## src/rtl/arith_pkg.sv

```systemverilog
// Shared arithmetic datapath definitions: divider FSM states, default
// operand width and the step-counter width helper.
package arith_pkg;

  typedef enum logic [1:0] {
    IDLE = 2'd0,
    RUN  = 2'd1,
    DONE = 2'd2
  } div_state_t;

  localparam int DIV_WIDTH_DEFAULT = 4;

  // Counter must hold the values 0..width, one slot per quotient bit
  function automatic int div_cnt_width(input int width);
    return $clog2(width + 1);
  endfunction

  localparam int DIV_CNT_W = div_cnt_width(DIV_WIDTH_DEFAULT);

endpackage

```

## src/rtl/div_step.sv

```systemverilog
// Single restoring-division step: shift the next dividend bit into the
// partial remainder, subtract the divisor when it fits, emit the quotient bit.
module div_step
  import arith_pkg::*;
#(
  parameter int WIDTH = DIV_WIDTH_DEFAULT
) (
  input  logic [WIDTH:0]   r,
  input  logic             q_msb,
  input  logic [WIDTH-1:0] d,
  output logic [WIDTH:0]   r_next,
  output logic             q_bit
);

  logic [WIDTH:0] t;
  logic [WIDTH:0] d_ext;

  // Trial subtraction; the partial remainder never exceeds WIDTH+1 bits
  always_comb begin
    t      = {r[WIDTH-1:0], q_msb};
    d_ext  = {1'b0, d};
    r_next = t;
    q_bit  = 1'b0;
    if (t >= d_ext) begin
      r_next = t - d_ext;
      q_bit  = 1'b1;
    end else begin
      r_next = t;
      q_bit  = 1'b0;
    end
  end

endmodule

```

## src/rtl/seq_div_4bit.sv

```systemverilog
// Sequential unsigned restoring divider with start/done handshake.
// One quotient bit per clock; divide-by-zero short-circuits to DONE.
// WIDTH must be at least 2.
module seq_div_4bit
  import arith_pkg::*;
#(
  parameter int WIDTH = DIV_WIDTH_DEFAULT
) (
  input  logic             clk,
  input  logic             rst,
  input  logic             start,
  input  logic [WIDTH-1:0] a,
  input  logic [WIDTH-1:0] b,
  output logic [WIDTH-1:0] quot,
  output logic [WIDTH-1:0] rem,
  output logic             busy,
  output logic             done,
  output logic             div_by_zero
);

  localparam int CW = div_cnt_width(WIDTH);
  localparam logic [CW-1:0] LAST_STEP = CW'(WIDTH - 1);

  div_state_t       state;
  div_state_t       next_state;
  logic [WIDTH-1:0] q;
  logic [WIDTH-1:0] d;
  logic [WIDTH:0]   r;
  logic [CW-1:0]    cnt;
  logic             dz_flag;
  logic             accept;
  logic             last_step;
  logic [WIDTH:0]   r_next;
  logic             q_bit;
  logic [WIDTH-1:0] q_shift;

  div_step #(.WIDTH(WIDTH)) u_step (
    .r      (r),
    .q_msb  (q[WIDTH-1]),
    .d      (d),
    .r_next (r_next),
    .q_bit  (q_bit)
  );

  assign q_shift = {q[WIDTH-2:0], q_bit};

  // State register
  always_ff @(posedge clk) begin
    if (rst) begin
      state <= IDLE;
    end else begin
      state <= next_state;
    end
  end

  // Next-state logic plus the accept/last-step strobes used by the datapath
  always_comb begin
    next_state = state;
    accept     = 1'b0;
    last_step  = 1'b0;
    case (state)
      IDLE: begin
        if (start) begin
          accept     = 1'b1;
          next_state = (b == {WIDTH{1'b0}}) ? DONE : RUN;
        end else begin
          next_state = IDLE;
        end
      end
      RUN: begin
        if (cnt == LAST_STEP) begin
          last_step  = 1'b1;
          next_state = DONE;
        end else begin
          next_state = RUN;
        end
      end
      DONE: begin
        next_state = IDLE;
      end
      default: begin
        next_state = IDLE;
      end
    endcase
  end

  // Datapath and registered outputs; results land on RUN->DONE, or on
  // DONE->IDLE for the divide-by-zero case so the flag rises with done
  always_ff @(posedge clk) begin
    if (rst) begin
      q           <= {WIDTH{1'b0}};
      d           <= {WIDTH{1'b0}};
      r           <= {(WIDTH+1){1'b0}};
      cnt         <= {CW{1'b0}};
      dz_flag     <= 1'b0;
      quot        <= {WIDTH{1'b0}};
      rem         <= {WIDTH{1'b0}};
      busy        <= 1'b0;
      done        <= 1'b0;
      div_by_zero <= 1'b0;
    end else begin
      busy <= (next_state != IDLE);
      done <= (state == DONE);
      if (accept) begin
        q           <= a;
        d           <= b;
        r           <= {(WIDTH+1){1'b0}};
        cnt         <= {CW{1'b0}};
        dz_flag     <= (b == {WIDTH{1'b0}});
        div_by_zero <= 1'b0;
      end else if (state == RUN) begin
        q   <= q_shift;
        r   <= r_next;
        cnt <= cnt + CW'(1);
        if (last_step) begin
          quot <= q_shift;
          rem  <= r_next[WIDTH-1:0];
        end
      end else if ((state == DONE) && dz_flag) begin
        quot        <= {WIDTH{1'b1}};
        rem         <= q;
        div_by_zero <= 1'b1;
      end
    end
  end

endmodule

```

## config.mk

```make
export PLATFORM = sky130hd
export DESIGN_NAME = seq_div_4bit
export DESIGN_NICKNAME = d
export VERILOG_FILES = /design/src/rtl/arith_pkg.sv /design/src/rtl/div_step.sv /design/src/rtl/seq_div_4bit.sv
export SDC_FILE = /design/constraint.sdc
export NUM_CORES = 1
export LEC_CHECK = 0
export ABC_AREA = 0
export ABC_CLOCK_PERIOD_IN_PS = 2100
export CELL_PAD_IN_SITES_DETAIL_PLACEMENT = 1
export CELL_PAD_IN_SITES_GLOBAL_PLACEMENT = 2
export CORE_MARGIN = 2
export CORE_UTILIZATION = 37
export DETAILED_ROUTE_END_ITERATION = 16
export DONT_BUFFER_PORTS = 1
export PLACE_DENSITY_LB_ADDON = 0.1
export SLEW_MARGIN = 20
export SYNTH_ARGS = -nofsm -noshare
export SYNTH_HDL_FRONTEND = slang
export SYNTH_SLANG_ARGS = --single-unit
```

## constraint.sdc

```tcl
create_clock -name clk -period 2.1 [get_ports clk]
set_input_delay 0.42 -clock clk [delete_from_list [all_inputs] [get_ports clk]]
set_output_delay 0.42 -clock clk [all_outputs]
set_load 0.02 [all_outputs]
```

; Word-level counts from Yosys, hierarchy flattened
; Cells that the tools add are included.
[word_totals]
regBits = 29
inputBits = 11
out_inout_bits = 11
wordCells = 47
[classes]
addsub = 2
magnitude_cmp = 1
n_eq_ne = 4
n_mux = 18
bitwise_logic = 2
reduce_logical = 9
[ops]
columns = operator, count
row1 = $mux 4, 9
row2 = $mux 2, 3
row3 = $reduce_bool 2->1, 3
row4 = $ge 5x4->1, 1
row5 = $mux 1, 5
row6 = $logic_not 4->1, 1
row7 = $pmux 2 s2, 1
row8 = $sub 4x4->4, 1
row9 = $add 3x1->3 const B, 1
row10 = $eq 3x2->1 const B, 1
row11 = $reduce_and 3->1, 1
row12 = $eq 2x1->1 const B, 1
row13 = $eq 2x2->1 const B, 1
row14 = $logic_not 2->1, 1
row15 = $ne 2x2->1 const B, 1
row16 = $not 1->1, 2
row17 = $reduce_and 2->1, 1
row18 = $reduce_or 2->1, 1
row19 = $logic_and 1x1->1, 1

; Depth between registers and ports, before layout
; Gate-level depths: netlist (run 1).
[logic_depth]
ltp_word = 5
mapped_depth = 8
mapped_depth_nobuf = 8

; Cells and area by module
; From an unflattened synthesis (run 1), not the netlist that was laid out.
[hier_totals]
cells_unflattened = 149
hier_area_um2 = 1476.4
[by_module_without_submodules]
columns = module, instances, cells_per_inst, area_each_um2, seq_area_each_um2
row1 = seq_div_4bit, 1, 114, 1228.7, 600.6
row2 = div_step, 1, 35, 247.7, 0.0

; Least setup slack after synthesis (run 1)
; OpenSTA, ideal clock, no wires.
[synth_path]
kind = reg-to-reg
start = reg d[1]
end = reg rem[3]
setup_time_ps = 134
arrival_ps = 1619
required_time_ps = 1966
slack_ps = 346
path_stages_with_launch = 8
n_path_buf = 0
synth_period_minus_slack_ps = 1754
cell_sequence = dfxtp_1 -> inv_1 -> ha_1 -> nor2b_4 -> o21a_1 -> or4_4 -> o2111ai_2 -> a311oi_2
[synth_via]
elab_chain_cells = 4
elab_cells_between_ends = 5
classes_between = add/sub (1) / order compare (1) / mux (3)
[synth_rtl]
columns = element, line
row1 = from (decl), seq_div_4bit.sv:27  ; logic [WIDTH-1:0] d;
row2 = from (signal assigned), seq_div_4bit.sv:92  ; d <= {WIDTH{1'b0}};
row3 = $sub 4x4->4 or $ge 5x4->1 (tied branches), "div_step.sv:25, div_step.sv:24"
row4 = $mux 4 (*), div_step.sv:24  ; if (t >= d_ext) begin
row5 = $mux 4 (*), seq_div_4bit.sv:115  ; if (last_step) begin
row6 = $mux 4 (*), seq_div_4bit.sv:111  ; end else if (state == RUN) begin
row7 = to (signal assigned), seq_div_4bit.sv:97  ; rem <= {WIDTH{1'b0}};
row8 = to (signal assigned), seq_div_4bit.sv:117  ; rem <= r_next[WIDTH-1:0];
row9 = to (signal assigned), seq_div_4bit.sv:121  ; rem <= q;
row10 = to (decl), seq_div_4bit.sv:15  ; output logic [WIDTH-1:0] rem,
; Every way passes the cells marked *; elsewhere a longest branch is shown, timed or not. The select of a mux whose other input is x is not followed.
; A chain may end at the register's enable or synchronous reset.

; Final worst setup path (run 1)
[layout_path]
start = reg r[0]
end = reg r[1]
[layout_via]
elab_chain_cells = 2
elab_cells_between_ends = 3
classes_between = add/sub (1) / order compare (1) / mux (1)
[layout_rtl]
columns = element, line
row1 = from (decl), seq_div_4bit.sv:28  ; logic [WIDTH:0] r;
row2 = from (signal assigned), seq_div_4bit.sv:93  ; r <= {(WIDTH+1){1'b0}};
row3 = from (signal assigned), seq_div_4bit.sv:107  ; r <= {(WIDTH+1){1'b0}};
row4 = from (signal assigned), seq_div_4bit.sv:113  ; r <= r_next;
row5 = $sub 4x4->4 or $ge 5x4->1 (tied branches), "div_step.sv:25, div_step.sv:24"
row6 = $mux 4 (*), div_step.sv:24
; Every way passes the cells marked *; elsewhere a longest branch is shown, timed or not.

==> results of run 1 <==
## power groups by stage
stage | Sequential (µW) | Combinational (µW) | Clock (µW)
floorplan | 603 | 177 | 0
global placement | 611 | 205 | 0
detailed placement | 611 | 209 | 0
CTS | 599 | 210 | 455
global route | 603 | 236 | 484
finish | 599 | 207 | 440
## how the worst min path moves through the flow
stage / endpoint / slack (ns) / cells after the start
finish: quot[0] / 0.20 / 1
global route: rem[0] / 0.18 / 1
CTS: quot[0] / 0.19 / 1
detailed placement: r[3] / 0.45 / 2
global placement: cnt[1] / 0.45 / 2
floorplan: r[3] / 0.44 / 2
## flip-flops by register name (all words and copies together) (netlist names), 2 cells and up
name	flops
cnt	3
d	4
q	4
quot	4
r	4
rem	4
state	2
## cell type report
| class | count | area share (%) |
|---|---|---|
| Timing Repair Buffer | 2 | 0.993 |
| Multi-Input combinational cell | 109 | 49.5 |
| Clock inverter | 2 | 0.662 |
| Inverter | 7 | 1.74 |
| Clock buffer | 6 | 4.80 |
| Sequential cell | 29 | 38.4 |
| Tap cell | 48 | 3.97 |
## critical path, cell delays in order (launching register included)
cell and delay, ns:
dfxtp_1 0.42, ha_1 0.28, nor2b_4 0.14, o31a_1 0.28, nor2_2 0.23, mux2_4 0.34
nor3_2 0.14
## stage by stage
stage / instance area, µm² / setup WS (ns) / hold slack, ns / total power (µW) / instances
after floorplan: 1410 / 0.346 / 0.437 / 779 / 153
after global placement: 1430 / 0.209 / 0.446 / 815 / 195
after detailed placement: 1430 / 0.208 / 0.455 / 820 / 195
after CTS: 1510 / 0.198 / 0.193 / 1260 / 203
after global routing: 1510 / 0.103 / 0.183 / 1320 / 203
final: 1510 / 0.206 / 0.201 / 1250 / 203
## layout by cell type (no fill, tap or decap), types with 2 or more instances in the layout
cell type and instances:
a211oi_1 7, a21oi_1 12, a22oi_1 4, a311oi_2 4, buf_4 2, clkbuf_8 5
clkinv_2 2, dfxtp_1 29, ha_1 6, inv_1 7, nand2_1 15, nand2b_1 2
nor2_1 28, o21a_1 2, o21ai_0 2, or2b_1 2, xnor2_1 2
## kinds of logic (layout without fill, tap and decap cells)
logic type	Yosys count	in the layout	share of synthesized area (%)
and+or+nand+nor	61	61	22.1
xor gates and xnor gates	2	2	1.25
DFF	29	29	41.3
adders and majority gates	7	7	6.77
AOI/OAI and AO/OA	37	37	21.4
buffers and inverters	15	17	5.43
muxes	2	2	1.78
## layer usage
layer | share of wire [%] | vias up | track usage [%]
met1 | 47 | 510 | 20.5
met5 | 0 | - | 0
met2 | 47 | 20 | 26.0
met3 | 4.0 | 7 | 6.16
li1 | - | 532 | -
met4 | 1.8 | 0 | 6.77
==> out/metrics.cfg, run 1 <==
[hold_path]
worstHoldStart=rst
hold_path.class=input port to register

[yosys]
yosys-top-cells-count=dfxtp_1, nor2_1, nand2_1
async_flop_share_pct=0
synth_flop_cell=dfxtp_1
syn_inst=153
synth_cell_type_count=41
yosysWarnings=0
synth_top_area_share_pct=41.3
synthMostInstantiatedCell=dfxtp_1
synth_edf_count=0
synthTopCellsByArea=dfxtp_1, nor2_1, ha_1
synth_top_cell_by_area=dfxtp_1
ys_seq_area_share_pct=41.3
synth_area_per_cell_um2=9.18
synth-seq-cells=29
synth_area_mm2=0.00141
synth_fp_nets=171

[critical_path]
cp-endpoint=r[1]
path_max_fanout=4
cp-start-kind=register
end_kind=register
critPathKind=register to register
worstReg2RegEnd=r[1]
reg2reg_slack_ns=0.21
critPathLaunch=r[0]
ff2ff_path_depth=6
rr_startpoint=r[0]
arrival_ns=2.10
cp.required_ns=2.31

[die]
ios=22
row_count=22
core_mm2=0.00366
dieArea_mm2=0.00431
initial_utilization_pct=38.4
dieHeight_um=65.6
die_w_um=65.6

[final_layout]
n_antenna_cell=0
areaGrowthSynthToFinish_pct=7.66
final.fill_count=429
fin_nets=172
multi_input_area_um2=748
final_util_pct=41.3
seq_area_um2=581
drive_gt1_share_pct=14.8

[clocking]
ctsHoldBuffers=0
cts.htree.levels=2
cts_post_setup_buffers_inserted=0
clkSinkCount=29
clk_pin_slew_ns=0.06
cts_resized=0
clockBufferDepth=2
cts_root_buffer=clkbuf_8
numCtsBuffers=5
clkLatencyLatePin_ns=0.28
tritoncts=yes

[power]
seq_power_share_pct=48.1
ir_drop_v=0.000289
pwr_density_cell_mw_per_mm2=824
p_switching_uw=357
pwr-share-comb_pct=16.6
p_sw_share_pct=28.6
leakagePower_uw=0.000542
intPower_uw=890
clkPwrFrac_pct=35.3

[sta]
fmax_mhz=528
fin_crit_sh_pct=90.2
rsz0062_at_grt=false
min_period_ns=1.89
final.setup.tns_ns=0
finClkSkew_ns=0.00524
finalHoldViolations=0
worstMarginPinSlew_ns=0.580
drv_slew=0
finalSetupViolCount=0
relSlewSlack_pct=61.3

[outcome]
status=completed

[global_routing]
overflow=0
grt_max_degree=23
antenna_found_initial=0
grt_pass1_wl_um=5250
first_global_vias=1110
grt.total_usage_pct=16.6

[route]
drtIter0Drc=55
detail_route.vias_per_cell=5.27
routedWlPerCell_um=15.3
ant_nets=0
routed_wl_um=3110
firstDrtPassIters=4
drc=0
vias=1069

[placed_design]
io_buffers=0
place_hpwl_um=2350
place.gp.congestion=0.888

[flow_run]
drv_cap=0

Power figures use the tool's default switching activity.
==> run 2, diff against run 1 <==
--- a/config.mk
+++ b/config.mk
@@ -9,7 +9,7 @@
 export ABC_CLOCK_PERIOD_IN_PS = 2100
 export CELL_PAD_IN_SITES_DETAIL_PLACEMENT = 1
 export CELL_PAD_IN_SITES_GLOBAL_PLACEMENT = 2
-export CORE_MARGIN = 2
+export CORE_MARGIN = 8
 export CORE_UTILIZATION = 37
 export DETAILED_ROUTE_END_ITERATION = 16
 export DONT_BUFFER_PORTS = 1
==> out/metrics.cfg, run 2 (synthesized netlist as in run 1, its figures left out) <==
[outcome]
status=completed

[sta]
relSlewSlack_pct=70.0  ; +8.7 points
finalHoldViolations=0  ; unchanged
finClkSkew_ns=0.00272  ; -0.00252 ns
worstMarginPinSlew_ns=0.449  ; -0.132 ns
drv_slew=0  ; unchanged
final.setup.tns_ns=0  ; unchanged
fmax_mhz=513  ; -2.8%
rsz0062_at_grt=false
min_period_ns=1.95  ; +0.0540 ns
fin_crit_sh_pct=92.8  ; +2.6 points
finalSetupViolCount=0  ; unchanged

[flow_run]
drv_cap=0  ; unchanged

[clocking]
cts.htree.levels=2  ; unchanged
cts_resized=0  ; unchanged
clkSinkCount=29  ; unchanged
cts_root_buffer=clkbuf_8
clkLatencyLatePin_ns=0.28  ; about the same
ctsHoldBuffers=0  ; unchanged
clockBufferDepth=2  ; unchanged
numCtsBuffers=5  ; unchanged
cts_post_setup_buffers_inserted=0  ; unchanged
clk_pin_slew_ns=0.06  ; about the same
tritoncts=yes

[final_layout]
finalNonFillerCells=203  ; unchanged
drive_gt1_share_pct=14.8  ; unchanged
fin_nets=173  ; +0.58%
n_antenna_cell=0  ; unchanged
mostFrequentLayoutCells=dfxtp_1, nor2_1, nand2_1
areaGrowthSynthToFinish_pct=8.46
final_common_cell=dfxtp_1

[route]
drc=0  ; unchanged
routed_wl_um=3320  ; +6.8%
ant_nets=0  ; unchanged
firstDrtPassIters=2  ; -2
drtIter0Drc=78  ; +42%
detail_route.vias_per_cell=5.30  ; +0.65%
routedWlPerCell_um=16.4  ; +6.8%
vias=1076  ; +0.65%

[critical_path]
path_max_fanout=4  ; unchanged
arrival_ns=2.15  ; +0.05 ns
cp-start-kind=register
critPathKind=register to register
cp.required_ns=2.31  ; about the same
end_kind=register

[global_routing]
met2_usage_pct=18.4  ; -7.6 points
grt_pass1_wl_um=5560  ; +5.9%
grt.total_usage_pct=11.9  ; -4.7 points
grt_max_degree=23  ; unchanged
first_global_vias=1093  ; -1.5%
use_met3_pct=4.26  ; -1.9 points
antenna_found_initial=0  ; unchanged
grt_use_met1_pct=13.8  ; -6.7 points
overflow=0  ; unchanged
busiest_layer=met2

[placed_design]
dp.cells=196  ; +0.51%
place_hpwl_um=2500  ; +6.5%
place.gp.congestion=0.787  ; -11%
io_buffers=0  ; unchanged

[power]
pwr_density_cell_mw_per_mm2=833  ; +1.1%
leakagePower_uw=0.000547  ; +0.83%
power_uw=1270  ; +1.8%
ir_drop_v=0.000287  ; -0.57%

[die]
dieHeight_um=77.6  ; +18%
row_count=22  ; unchanged
initial_utilization_pct=38.4  ; unchanged
die_w_um=77.6  ; +18%
core_mm2=0.00366  ; unchanged
dieArea_mm2=0.00603  ; +40%
ios=22  ; unchanged

[hold_path]
hold_path.class=input port to register

run 2: changes by cell type in the layout (fill, tap and decap cells not counted):
cell / before / now
clkbuf_8: 5 / 6
clkinv_2: 2 / 0
buf_4: 2 / 3
run 2: power by group:
group | internal [µW] | total (µW) | switching, µW
Sequential | 574 | 599 | 24.9
Combinational | 89.0 | 212 | 123
Clock | 259 | 459 | 200
run 2: path summary, 6_finish.rpt:
path                 end  slack, ns  start  depth (start not counted)
setup reg to reg    r[1]       0.15   d[1]                          7
hold / removal    rem[0]       0.20    rst                          1
hold reg to reg     r[3]       0.47   r[3]                          2
setup / recovery    r[1]       0.15   d[1]                          7
run 2: per-stage QoR:
| stage | util, % | worst slack [ns] | area, µm² | hold WS, ns |
|---|---|---|---|---|
| finish | 41.6 | 0.152 | 1520 | 0.202 |
| global route | 41.6 | 0.0339 | 1520 | 0.189 |
| CTS | 41.6 | 0.133 | 1520 | 0.193 |
| detailed placement | 39.3 | 0.150 | 1440 | 0.465 |
| global placement | 39.3 | 0.200 | 1440 | 0.448 |
| floorplan | - | 0.346 | 1410 | 0.437 |
run 2: routing by layer:
| layer | share of wire (%) | up-vias |
|---|---|---|
| met1 | 46 | 515 |
| met3 | 4.7 | 7 |
| met4 | 2.5 | 0 |
| li1 | - | 539 |
| met5 | 0 | - |
| met2 | 47 | 15 |
run 2: critical path, stage by stage, from the launching register on:
cell     delay (ns)
dfxtp_1        0.30
inv_1          0.07
ha_1           0.32
nor2b_4        0.14
o31a_1         0.29
nor2_2         0.24
mux2_4         0.34
nor3_2         0.16
run 2: layout make-up:
class	instances	area (µm²)
timing repair buffer	3	22.5
multi-input combinational	109	748
fill	440	2140
inverter	7	26.3
tap	48	60.1
clock buffer	7	86.3
sequential	29	581
==> run 3, diff against run 2 <==
--- a/config.mk
+++ b/config.mk
@@ -7,14 +7,13 @@
 export LEC_CHECK = 0
 export ABC_AREA = 0
 export ABC_CLOCK_PERIOD_IN_PS = 2100
-export CELL_PAD_IN_SITES_DETAIL_PLACEMENT = 1
-export CELL_PAD_IN_SITES_GLOBAL_PLACEMENT = 2
+export CELL_PAD_IN_SITES_DETAIL_PLACEMENT = 0
+export CELL_PAD_IN_SITES_GLOBAL_PLACEMENT = 1
 export CORE_MARGIN = 8
-export CORE_UTILIZATION = 37
+export CORE_UTILIZATION = 46
 export DETAILED_ROUTE_END_ITERATION = 16
 export DONT_BUFFER_PORTS = 1
 export PLACE_DENSITY_LB_ADDON = 0.1
-export SLEW_MARGIN = 20
 export SYNTH_ARGS = -nofsm -noshare
 export SYNTH_HDL_FRONTEND = slang
 export SYNTH_SLANG_ARGS = --single-unit
==> out/metrics.cfg, run 3 (synthesized netlist as in run 1, its figures left out) <==
[outcome]
status=completed

[die]
row_count=20  ; -9.1%
die_w_um=71.3  ; -8.2%
dieHeight_um=71.3  ; -8.2%
core_mm2=0.00298  ; -19%
dieArea_mm2=0.00508  ; -16%
ios=22  ; unchanged
initial_utilization_pct=47.2  ; +8.8 points

[sta]
setup_ws_ns=0.202  ; +0.0505 ns
worstMarginPinSlew_ns=0.552  ; +0.103 ns
min_period_ns=1.90  ; -0.0505 ns
drv_slew=0  ; unchanged
rsz0062_at_grt=false
finClkSkew_ns=0.00875  ; +0.00603 ns
fmax_mhz=527  ; +2.7%
finalHoldViolations=0  ; unchanged
relSlewSlack_pct=63.2  ; -6.8 points
hold_slack_ns=0.161  ; -0.0418 ns
final.setup.tns_ns=0  ; unchanged
finalSetupViolCount=0  ; unchanged
fin_crit_sh_pct=90.4  ; -2.4 points

[hold_path]
worstHoldStart=rst
hold_depth=1  ; unchanged
worstHoldEndpoint=rem[0]
hold_path.class=input port to register

[final_layout]
final_util_pct=49.7  ; +8.1 points
areaGrowthSynthToFinish_pct=5.43
drive_gt1_share_pct=15.5  ; +0.65 points
fin_nets=172  ; -0.58%
final_common_cell=dfxtp_1
n_antenna_cell=0  ; unchanged
mostFrequentLayoutCells=dfxtp_1, nor2_1, nand2_1

[global_routing]
overflow=0  ; unchanged
grt_pass1_wl_um=5000  ; -10%
grt_max_degree=23  ; unchanged
antenna_found_initial=0  ; unchanged
grt.total_usage_pct=12.6  ; +0.68 points
first_global_vias=1011  ; -7.5%

[clocking]
cts_resized=0  ; unchanged
tritoncts=yes
cts_root_buffer=clkbuf_4
clkLatencyLatePin_ns=0.32  ; +0.04 ns
cts.htree.levels=2  ; unchanged
numCtsBuffers=5  ; unchanged
clockBufferDepth=2  ; unchanged
cts_post_setup_buffers_inserted=0  ; unchanged
clkSinkCount=29  ; unchanged
clk_pin_slew_ns=0.09  ; +0.03 ns
ctsHoldBuffers=0  ; unchanged

[critical_path]
path_max_fanout=4  ; unchanged
rr_startpoint=r[0]
cp.required_ns=2.35  ; +0.04 ns
worstReg2RegEnd=r[1]
cp-start-kind=register
end_kind=register
reg2reg_slack_ns=0.20  ; +0.05 ns
ff2ff_path_depth=6  ; -1
critPathKind=register to register
arrival_ns=2.15  ; about the same

[route]
detail_route.vias_per_cell=5.53  ; +4.3%
drtIter0Drc=61  ; -22%
ant_nets=0  ; unchanged
firstDrtPassIters=4  ; +2
drc=0  ; unchanged
vias=1039  ; -3.4%
routedWlPerCell_um=15.2  ; -7.3%
routed_wl_um=2850  ; -14%

[power]
pwr_density_cell_mw_per_mm2=794  ; -4.7%
leakagePower_uw=0.000538  ; -1.5%
power_uw=1180  ; -7.4%
ir_drop_v=0.000365  ; +27%

[placed_design]
io_buffers=0  ; unchanged
pre_cts_slack_ns=0.228  ; +0.0777 ns
place.gp.congestion=0.837  ; +6.4%
place_hpwl_um=2150  ; -14%

[flow_run]
drv_cap=0  ; unchanged

==> run 3: changes by cell type in the layout (fill, tap and decap cells not counted), sizes merged <==
cell / change
buf: -1
clkinv: +1
==> run 3: critical path: stages (launching register included) <==
cell     delay, ns
dfxtp_1       0.43
ha_1          0.28
nor2b_4       0.14
o31a_1        0.28
nor2_2        0.24
mux2_4        0.34
nor3_2        0.14
==> run 3: layout make-up <==
class / count / area, µm²
fill: 309 / 1500
multi-input combinational: 109 / 748
sequential: 29 / 581
clock buffer: 7 / 65.1
tap: 33 / 41.3
inverter: 7 / 26.3
timing repair buffer: 2 / 15.0
clock inverter: 1 / 5.00
==> run 3: stage by stage <==
stage	instance area, µm²	std cells
CTS	1480	188
global route	1480	188
global placement	1410	180
finish	1480	188
floorplan	1410	153
detailed placement	1410	180
==> run 3: worst max path at each step <==
stage	startpoint	end	slack (ns)	cells after the start
floorplan	d[1]	rem[3]	0.35	7
global placement	d[1]	r[1]	0.23	7
detailed placement	r[0]	r[1]	0.23	6
CTS	r[0]	r[1]	0.22	6
global route	r[0]	r[1]	0.07	6
finish	r[0]	r[1]	0.20	6
==> run 3: power by group <==
group          switching [µW]  internal (µW)  total (µW)
clock                     182            194         375
combinational             117           86.8         204
sequential               23.7            573         597
==> run 3: layer usage <==
layer	GRT usage (%)	routed length (µm)	vias up
li1	-	-	537
met1	16.2	1420	478
met2	18.1	1250	20
met3	5.72	164	4
met4	4.16	27	0
met5	0	0	-
